==> src/rtl/rx_frame_fifo.sv <==
// Show-ahead FIFO with synchronous write; head entry is visible combinationally.
// A push into a full FIFO is accepted only when a pop happens in the same cycle.
module rx_frame_fifo #(
  parameter int DEPTH = 8,
  parameter int WIDTH = 10
) (
  input  logic             clk,
  input  logic             reset,
  input  logic             push_i,
  input  logic [WIDTH-1:0] wdata_i,
  input  logic             pop_i,
  output logic [WIDTH-1:0] rdata_o,
  output logic             full_o,
  output logic             empty_o
);

  localparam int AW = $clog2(DEPTH);

  logic [WIDTH-1:0] mem_q [DEPTH];
  logic [AW:0]      wrPtr_q, rdPtr_q;
  logic             doPush, doPop;

  assign empty_o = (wrPtr_q == rdPtr_q);
  assign full_o  = (wrPtr_q[AW] != rdPtr_q[AW]) && (wrPtr_q[AW-1:0] == rdPtr_q[AW-1:0]);
  assign doPop   = pop_i & ~empty_o;
  assign doPush  = push_i & (~full_o | doPop);
  assign rdata_o = mem_q[rdPtr_q[AW-1:0]];

  always_ff @(posedge clk or posedge reset) begin
    if (reset) begin
      wrPtr_q <= '0;
      rdPtr_q <= '0;
    end else begin
      if (doPush) wrPtr_q <= wrPtr_q + {{AW{1'b0}}, 1'b1};
      if (doPop)  rdPtr_q <= rdPtr_q + {{AW{1'b0}}, 1'b1};
    end
  end

  // Storage needs no reset: the checker gates every output field with out_valid.
  always_ff @(posedge clk) begin
    if (doPush) mem_q[wrPtr_q[AW-1:0]] <= wdata_i;
  end

endmodule

==> config.mk <==
export PLATFORM = sky130hd
export DESIGN_NAME = rx_frame_fifo
export DESIGN_NICKNAME = d
export VERILOG_FILES = /design/src/rtl/rx_frame_fifo.sv
export SDC_FILE = /design/constraint.sdc
export NUM_CORES = 1
export LEC_CHECK = 0
export ABC_AREA = 0
export BUFFER_PORTS_ARGS = -buffer_cell sky130_fd_sc_hd__buf_2
export CAP_MARGIN = 20
export CORE_MARGIN = 2
export CORE_UTILIZATION = 42
export CTS_CLUSTER_SIZE = 16
export DETAILED_ROUTE_END_ITERATION = 8
export HOLD_SLACK_MARGIN = 0.12
export PLACE_DENSITY_LB_ADDON = 0.08
export SYNTH_ARGS = -nofsm -noshare
export SYNTH_HDL_FRONTEND = slang
export SYNTH_SLANG_ARGS = --single-unit
==> constraint.sdc <==
create_clock -name clk -period 2.9 [get_ports clk]
set_input_delay 0.29 -clock clk [delete_from_list [all_inputs] [get_ports clk]]
set_output_delay 0.29 -clock clk [all_outputs]
set_load 0.01 [all_outputs]
==> flow_metrics.py, run 1 <==
metrics = {
    "critical_path": {
        "reg2reg_depth": 6,
        "path_max_fanout": 13,
        "path_depth": 4,
        "critPathCaptureType": "output port",
        "path_cells": "buf_4 > mux4_1 > mux2_2 > buf_2",
        "crit_slowest_cell": "mux4_1",
        "critical_path.top_delay_family": "multiplexers",
        "cp.arrival_ns": 2.16,
        "cp_num_buf_inv": 2,
        "timing_worst_setup_path_type": "flop to output port",
        "required_ns": 2.61,
        "start_kind": "flop",
        "slowest_delay_ns": 0.59,
    },
    "global_routing": {
        "busiest_layer": "met2",
        "grt_use_met1_pct": 20.0,
        "gr-total-overflow": 0,
        "grt_pass1_vias": 1794,
        "grt_first_pass_wirelength_mm": 10.5,
        "grt_start_max_net_pins": 24,
        "antenna_found_initial": 0,
        "grt_usage_pct": 14.9,
        "grtUsageMet3_pct": 2.75,
        "grt.met2_usage_pct": 24.3,
    },
    "timing": {
        "slew_violations": 0,
        "timing.fmax_mhz": 408,
        "worstMarginPinSlew_ns": 0.520,
        "setup_viol": 0,
        "rsz0062_at_grt": "no",
        "min_period_ns": 2.45,
        "skew_ns": 0.0120,
        "relSlewSlack_pct": 65.1,
        "setup-tns-final_ns": 0,
        "fin_hold_ws_ns": 0.220,
        "hold_viol": 0,
        "finalCritPeriodShare_pct": 84.5,
    },
    "power": {
        "p_per_area_nw_per_um2": 954,
        "power.leakage_uw": 0.00143,
        "max-vdd-ir-drop_mv": 0.440,
    },
    "die": {
        "io_pins": 26,
        "die_w_um": 97.0,
        "start_util_pct": 43.8,
        "die_y_um": 97.0,
        "row_count": 33,
        "core_area_um2": 8300,
        "dieArea_um2": 9420,
    },
    "yosys": {
        "syn_inst": 173,
        "synth_cell_types": 33,
        "synthXorXnorAreaFrac_pct": 2.17,
        "syn_area_per_cell_um2": 21.0,
        "synth_top_family_by_area": "multiplexers",
        "synth_area_leaders": "edfxtp_1, mux4_1, dfrtp_1, mux2_2, xnor2_1",
        "ys_seq_elements": 88,
        "synth_compound_area_share_pct": 1.93,
        "synthSimpleGateAreaFrac_pct": 3.54,
        "synth_top_area_share_pct": 66.1,
        "synthAdderAreaFrac_pct": 0.688,
        "mappedNetlistArea_um2": 3640,
        "synthTopCellsByCount": "edfxtp_1, mux4_1, mux2_2, dfrtp_1, xnor2_1",
        "post-synth-top-area-cell": "edfxtp_1",
        "synth_edf_count": 80,
        "muxShareOfSynthArea_pct": 18.0,
        "synth_flop_cell": "edfxtp_1",
        "ys_warn_count": 0,
        "synthesis.nets": 189,
        "synthMostInstantiatedCell": "edfxtp_1",
        "synth_async_sr_flop_share_pct": 9.09,
        "ys_seq_area_share_pct": 71.6,
    },
    "clocking": {
        "cts.sinks": 88,
        "cts_buffer_depth": 2,
        "cts_resized": 0,
        "clk_pin_slew_ns": 0.08,
        "cts_buffers": 9,
        "root_buffer": "clkbuf_8",
        "insertion_delay_ns": 0.34,
        "cts_htree_levels": 3,
        "cts_tree": "built",
    },
    "placed_design": {
        "dpl_cell_area_um2": 3930,
        "hpwl_mm": 4.29,
        "io_buffer_count": 25,
        "gp_congestion": 0.775,
        "dp.cells": 305,
    },
    "cells_and_area": {
        "fin_cells": 322,
        "fin_area_um2": 4120,
        "drive_above_1_share_pct": 32.7,
        "n_antenna_cell": 0,
        "nets": 228,
        "n_fill_cell": 674,
        "area.growth.synth_to_final_pct": 13.4,
    },
    "routing": {
        "drt-initial-drc-count": 76,
        "wl_per_cell_um": 21.2,
        "viasPerCell": 5.43,
        "vias": 1748,
        "drcViolationCount": 0,
        "first_pass_iters": 4,
        "drtAntennaViolNets": 0,
        "wirelength_mm": 6.83,
    },
    "worst_hold_path": {
        "worstHoldPathType": "primary input to flop",
        "holdPathStages": 1,
    },
    "job": {
        "cap_viol_max_count": 0,
    },
    "run_status": {
        "status": "complete, no violations",
    },
}
==> per-stage QoR <==
stage	utilization [%]	worst slack (ns)	total power [µW]
finish	49.7	0.448	3940
detailed placement	47.3	0.575	3170
floorplan	-	0.404	2760
global route	49.7	0.352	4150
CTS	49.7	0.395	3980
global placement	47.3	0.702	3130
==> cells in the final DEF, fill, tap and decap left out, types with 2 or more instances in the layout <==
master    instances
edfxtp_1         80
clkinv_2          2
buf_2            25
mux4_1           18
nor4_2            2
nand4_1           2
nand2_1           4
buf_4            12
nor2_1            6
inv_1             2
mux4_2            2
ha_1              2
xnor2_1           8
clkbuf_8         10
mux2_2           12
clkbuf_1          2
nor3_1            3
dfrtp_1           8
==> power breakdown <==
group | internal, µW | total, µW | switching (µW) | leakage (µW)
combinational | 665 | 1360 | 698 | 0.000513
sequential | 1620 | 1760 | 144 | 0.000821
clock | 417 | 810 | 392 | 0.0000978
total | 2700 | 3940 | 1230 | 0.00143
==> worst paths after layout <==
path                             from          end  slack, ns
max reg2reg                rdPtr_q[0]  mem_q[2][4]       0.55
max                        rdPtr_q[0]   rdata_o[5]       0.45
min reg2reg                wrPtr_q[3]   wrPtr_q[3]       0.63
max in group asynchronous       reset   rdPtr_q[0]       2.18
min in group asynchronous       reset   rdPtr_q[3]       0.45
min                        wdata_i[6]  mem_q[6][6]       0.22
==> per-layer routing <==
metal	routed length [µm]	vias to the layer above
met3	161	6
li1	-	801
met4	73	0
met2	3470	31
met1	3120	910
met5	0	-
==> logic make-up (layout without fill, tap and decap cells) <==
family | Yosys count | count (layout)
buffers and inverters | 12 | 56
AOI/OAI and AO/OA | 7 | 7
adders and majority gates | 2 | 2
and+or+nand+nor | 23 | 23
xor gates and xnor gates | 9 | 9
muxes | 32 | 32
DFF | 88 | 88
==> layout make-up <==
type	count	area [µm²]	area share, %
flip-flops and latches	88	2600	63.1
multi-input cells	73	968	23.5
repair buffers	38	225	5.46
clock buffers	12	145	3.52
well taps	105	131	3.19
clock inverters	4	43.8	1.06
inverters	2	7.51	0.182
==> sequential cells by signal, indices dropped and copies added, names as in the netlist <==
| register | count |
|---|---|
| mem_q | 80 |
| rdPtr_q | 4 |
| wrPtr_q | 4 |
==> worst reg2reg max path: stages (launching register included) <==
cell	delay [ns]
dfrtp_1	0.49
buf_4	0.24
xnor2_1	0.14
nand3_1	0.39
nor3_2	0.48
nor3_1	0.12
buf_4	0.23
==> what timing repair did <==
| action | in CTS | in global routing |
|---|---|---|
| hold buffers | 1 | 0 |
| endpoints found under the hold margin | 8 | 0 |
| buffers inserted | 0 | 0 |
Note: power is estimated with default switching activity, not from simulation.
==> inputs of run 2 (changes only) <==
--- a/config.mk
+++ b/config.mk
@@ -5,7 +5,7 @@
 export SDC_FILE = /design/constraint.sdc
 export NUM_CORES = 1
 export LEC_CHECK = 0
-export ABC_AREA = 0
+export ABC_AREA = 1
 export BUFFER_PORTS_ARGS = -buffer_cell sky130_fd_sc_hd__buf_2
 export CAP_MARGIN = 20
 export CORE_MARGIN = 2
==> constraint.sdc (replaced) <==
create_clock -name clk -period 2.4 [get_ports clk]
set_input_delay 0.24 -clock clk [delete_from_list [all_inputs] [get_ports clk]]
set_output_delay 0.24 -clock clk [all_outputs]
set_load 0.01 [all_outputs]
==> flow_metrics.py, run 2 <==
metrics = {
    "critical_path": {
        "slowest_delay_ns": 0.81,
        "crit_slowest_cell": "nor2_1",
        "required_ns": 2.37,
        "cp.arrival_ns": 2.12,
        "critPathCaptureType": "flop",
        "start_kind": "flop",
        "cpMostUsedCell": "nand2_1",
        "path_cells": "inv_1 > nand2_1 > nand2_1 > nor2_4 > nand4_2 > nand3_1 > nor2_1",
        "timing_worst_setup_path_type": "flop to flop",
        "path_max_fanout": 10,
    },
    "yosys": {
        "ys_warn_count": 0,
        "synth_cell_types": 23,
        "synthesis.nets": 323,
        "synthAdderAreaFrac_pct": 0.687,
        "synth_edf_count": 80,
        "synthMostInstantiatedCell": "edfxtp_1",
        "muxShareOfSynthArea_pct": 0,
        "syn_inst": 307,
        "post-synth-top-area-cell": "edfxtp_1",
        "synthSimpleGateAreaFrac_pct": 14.0,
        "synth_top_family_by_area": "simple AND/OR/NAND/NOR gates",
        "synth_compound_area_share_pct": 9.07,
        "syn_area_per_cell_um2": 11.9,
        "mappedNetlistArea_um2": 3640,
        "synth_top_area_share_pct": 66.0,
        "synth_async_sr_flop_share_pct": 9.09,
        "synthXorXnorAreaFrac_pct": 1.44,
        "ys_seq_area_share_pct": 71.5,
        "synthTopCellsByCount": "edfxtp_1, nand2_1, nor2_1, o21ai_0, o22ai_1",
        "ys_seq_elements": 88,
        "synth_flop_cell": "edfxtp_1",
        "synth_area_leaders": "edfxtp_1, nand2_1, o21ai_0, dfrtp_1, nor2_1",
    },
    "die": {
        "dieArea_um2": 9430,
        "row_count": 33,
        "start_util_pct": 43.9,
        "die_w_um": 97.1,
        "io_pins": 26,
        "core_area_um2": 8300,
        "die_y_um": 97.1,
    },
    "global_routing": {
        "antenna_found_initial": 0,
        "grt_start_max_net_pins": 42,
        "grt_first_pass_wirelength_mm": 12.4,
        "grt_usage_pct": 17.5,
        "gr-total-overflow": 0,
        "grt_pass1_vias": 2334,
    },
    "timing": {
        "rsz0062_at_grt": "no",
        "min_period_ns": 2.15,
        "hold_viol": 0,
        "slew_violations": 0,
        "skew_ns": 0.0153,
        "finalCritPeriodShare_pct": 89.7,
        "setup-tns-final_ns": 0,
        "relSlewSlack_pct": 31.6,
        "setup_viol": 0,
        "worstMarginPinSlew_ns": 1.02,
        "timing.fmax_mhz": 465,
    },
    "job": {
        "cap_viol_max_count": 0,
    },
    "placed_design": {
        "io_buffer_count": 25,
        "gp_congestion": 0.800,
        "hpwl_mm": 5.04,
    },
    "cells_and_area": {
        "final_common_cell": "edfxtp_1",
        "largest_register_ffs": 80,
        "final_cell_mix": "edfxtp_1, nand2_1, nor2_1",
        "drive_above_1_share_pct": 17.1,
        "nets": 357,
        "area.growth.synth_to_final_pct": 12.4,
        "n_antenna_cell": 0,
    },
    "routing": {
        "wl_per_cell_um": 17.9,
        "drt-initial-drc-count": 137,
        "viasPerCell": 5.39,
        "vias": 2425,
        "drtAntennaViolNets": 0,
        "drcViolationCount": 0,
        "wirelength_mm": 8.04,
        "first_pass_iters": 4,
    },
    "clocking": {
        "root_buffer": "clkbuf_8",
        "cts_tree": "built",
        "cts_buffer_depth": 2,
        "insertion_delay_ns": 0.35,
        "hold_buffers": 1,
        "clk_pin_slew_ns": 0.09,
        "cts_buffers": 9,
        "cts_resized": 0,
        "cts_htree_levels": 3,
        "postCtsSetupRepairBufs": 0,
        "cts.sinks": 88,
    },
    "worst_hold_path": {
        "worstHoldPathType": "primary input to flop",
    },
    "power": {
        "total_power_uw": 4890,
        "max-vdd-ir-drop_mv": 0.464,
        "p_per_area_nw_per_um2": 1200,
        "power.leakage_uw": 0.00153,
    },
    "run_status": {
        "status": "complete, no violations",
    },
}
run 2: changes by cell type in the layout (fill, tap and decap cells not counted), moves of 4 or more:
cell / change
mux4_1: -18
mux2_2: -12
o22ai_1: +20
nand3_1: +10
xnor2_1: -4
nor2_1: +44
inv_1: +6
o21ai_0: +41
nand2_1: +52
run 2: cell families after synthesis:
group	Yosys count
adders and majority gates	2
xor gates and xnor gates	6
DFF	88
and+or+nand+nor	123
buffers and inverters	27
AOI/OAI and AO/OA	61
run 2: metal layers:
layer  wire (µm)  global-route usage, %
met3         347                   3.38
met4         262                   8.99
met2        3660                   26.2
met1        3770                   24.5
met5           0                      0
run 2: per-stage QoR:
step	hold WS [ns]	setup WS, ns	cell area, µm²	std cells	util [%]
2_1_floorplan	0.0557	0.523	3640	307	-
3_3_place_gp	0.211	0.210	3910	433	47.1
3_5_place_dp	0.214	0.237	3920	434	47.3
4_1_cts	0.143	0.222	4090	450	49.3
5_1_grt	0.152	0.0598	4090	450	49.3
6_report	0.157	0.247	4090	450	49.3
run 2: cell type report:
cell class | instances | area, µm²
fill | 748 | 4210
multi-input combinational | 192 | 918
inverter | 10 | 37.5
clock buffer | 9 | 124
clock inverter | 6 | 35.0
sequential | 88 | 2600
timing repair buffer | 40 | 244
tap | 105 | 131
run 2: worst paths after layout:
check                                 from          end  slack, ns  depth (start not counted)
worst max register to register  wrPtr_q[1]  mem_q[4][9]       0.25                          7
worst max-delay path            wrPtr_q[1]  mem_q[4][9]       0.25                          7
worst min register to register  rdPtr_q[3]   rdPtr_q[3]       0.54                          2
min in group asynchronous            reset   wrPtr_q[2]       0.37                          3
max in group asynchronous            reset   wrPtr_q[0]       1.76                          3
worst min-delay path            wdata_i[4]  mem_q[3][4]       0.16                          1
run 2: worst max-delay path: cells and delay by family, from the launching register on:
family,cells,cell delay [ns]
AND/OR/NAND/NOR,6,1.26
flip-flops,1,0.41
buffers and inverters,1,0.10
run 2: power breakdown:
group	switching [µW]	internal, µW	leakage (µW)
clock	516	366	0.0000843
sequential	89.3	1930	0.000826
combinational	1310	681	0.000621
==> inputs of run 3 (changes only) <==
--- a/config.mk
+++ b/config.mk
@@ -14,6 +14,7 @@
 export DETAILED_ROUTE_END_ITERATION = 8
 export HOLD_SLACK_MARGIN = 0.12
 export PLACE_DENSITY_LB_ADDON = 0.08
+export SETUP_SLACK_MARGIN = 0.5
 export SYNTH_ARGS = -nofsm -noshare
 export SYNTH_HDL_FRONTEND = slang
 export SYNTH_SLANG_ARGS = --single-unit
==> flow_metrics.py, run 3 (synthesized netlist as in run 2, its figures left out) <==
metrics = {
    "timing": {
        "finalCritPeriodShare_pct": 79.9,
        "hold_viol": 0,
        "timing.fmax_mhz": 521,
        "skew_ns": 0.0121,
        "setup_viol": 0,
        "min_period_ns": 1.92,
        "relSlewSlack_pct": 57.8,
        "rsz0062_at_grt": "yes",
        "fin_hold_ws_ns": 0.161,
        "slew_violations": 0,
        "worstMarginPinSlew_ns": 0.633,
        "setup-tns-final_ns": 0,
    },
    "routing": {
        "wirelength_mm": 8.05,
        "first_pass_iters": 4,
        "drcViolationCount": 0,
        "drtAntennaViolNets": 0,
        "drt-initial-drc-count": 133,
        "vias": 2402,
        "wl_per_cell_um": 17.9,
        "viasPerCell": 5.34,
    },
    "power": {
        "power.leakage_uw": 0.00154,
        "max-vdd-ir-drop_mv": 0.466,
        "p_per_area_nw_per_um2": 1200,
    },
    "clocking": {
        "clk_pin_slew_ns": 0.09,
        "cts_tree": "built",
        "cts.sinks": 88,
        "root_buffer": "clkbuf_8",
        "cts_buffer_depth": 2,
        "cts_htree_levels": 3,
        "cts_buffers": 9,
        "insertion_delay_ns": 0.35,
    },
    "worst_hold_path": {
        "worstHoldPathType": "primary input to flop",
    },
    "critical_path": {
        "critPathCapture": "mem_q[4][9]",
        "crit_slowest_cell": "nor2_2",
        "path_cells": "inv_2 > nand2_1 > nand2_2 > nor2_4 > nand4_2 > nand3_1 > nor2_2",
        "start_kind": "flop",
        "r2r-start": "rdPtr_q[0]",
        "required_ns": 2.38,
        "reg2reg_depth": 7,
        "rrSetupSlack_ns": 0.48,
        "path_max_fanout": 10,
        "slowest_delay_ns": 0.55,
        "crit_start": "rdPtr_q[0]",
        "rr_endpoint": "mem_q[4][9]",
        "critPathCaptureType": "flop",
        "cp.arrival_ns": 1.90,
        "timing_worst_setup_path_type": "flop to flop",
    },
    "global_routing": {
        "grt_usage_pct": 17.7,
        "grt_first_pass_wirelength_mm": 12.5,
        "antenna_found_initial": 0,
        "grt_start_max_net_pins": 42,
        "gr-total-overflow": 0,
        "grt_pass1_vias": 2334,
    },
    "cells_and_area": {
        "final_util_pct": 49.9,
        "fin_area_um2": 4140,
        "area.growth.synth_to_final_pct": 13.7,
        "multiInputGateArea_um2": 951,
        "largest_register_ffs": 80,
        "final_cell_mix": "edfxtp_1, nand2_1, nor2_1",
        "n_fill_cell": 739,
        "final_common_cell": "edfxtp_1",
        "n_antenna_cell": 0,
        "regArea_um2": 2600,
        "nets": 357,
        "drive_above_1_share_pct": 19.4,
    },
    "die": {
        "core_area_um2": 8300,
        "io_pins": 26,
        "die_w_um": 97.1,
        "start_util_pct": 43.9,
        "die_y_um": 97.1,
        "row_count": 33,
        "dieArea_um2": 9430,
    },
    "job": {
        "cap_viol_max_count": 0,
    },
    "placed_design": {
        "io_buffer_count": 25,
        "dpl_cell_area_um2": 3920,
        "hpwl_mm": 5.04,
        "gp_congestion": 0.800,
    },
    "run_status": {
        "status": "complete, no violations",
    },
}
[run 3: worst min path at each step]
stage / start / end / slack [ns] / cells after the start
after floorplan: reset / rdPtr_q[0] / 0.06 / 1
after global routing: wdata_i[4] / mem_q[3][4] / 0.15 / 1
after CTS: wdata_i[4] / mem_q[3][4] / 0.14 / 1
after detailed placement: reset / wrPtr_q[2] / 0.21 / 2
final: wdata_i[4] / mem_q[3][4] / 0.16 / 1
after global placement: reset / wrPtr_q[2] / 0.21 / 2
[run 3: stage by stage]
stage                     power (µW)  cells  setup slack [ns]
after floorplan                 3370    307             0.523
after global placement          4040    433             0.210
after detailed placement        4070    434             0.237
after CTS                       4970    450             0.241
after global routing            5320    450             0.327
final                           4950    450             0.482
[run 3: routing by layer]
| metal | global-route usage [%] | part of all wire, % | up-vias | wire, µm |
|---|---|---|---|---|
| met2 | 26.7 | 46 | 74 | 3730 |
| met1 | 24.8 | 44 | 1166 | 3580 |
| met4 | 8.67 | 2.7 | 0 | 216 |
| met5 | 0 | 0 | - | 0 |
| met3 | 3.38 | 6.4 | 17 | 516 |
| li1 | - | - | 1145 | - |
[run 3: report_power, final]
| part | leakage, µW | switching (µW) | total [µW] | internal [µW] |
|---|---|---|---|---|
| Clock | 0.0000843 | 510 | 876 | 366 |
| Sequential | 0.000826 | 88.7 | 2010 | 1920 |
| Combinational | 0.000629 | 1340 | 2070 | 720 |
| Total | 0.00154 | 1940 | 4950 | 3010 |
[run 3: final cells by class]
class,instances,share of cell area [%]
Clock buffer,9,2.99
Tap cell,105,3.17
Timing Repair Buffer,40,6.28
Sequential cell,88,62.8
Multi-Input combinational cell,192,23.0
Clock inverter,6,0.846
Inverter,10,0.936
[run 3: critical path: cells and delay by family, from the launching register on]
| kind | cells | cell delay, ns |
|---|---|---|
| buf+inv | 1 | 0.10 |
| simple gates | 6 | 1.03 |
| flops | 1 | 0.43 |
[run 3: repair_timing]
action | CTS | global route
gates cloned | 0 | 0
hold buffers | 1 | 0
hold endpoints to repair | 8 | 0
setup endpoints to repair | 75 | 56
setup buffers | 0 | 0
resized for setup | 8 | 7
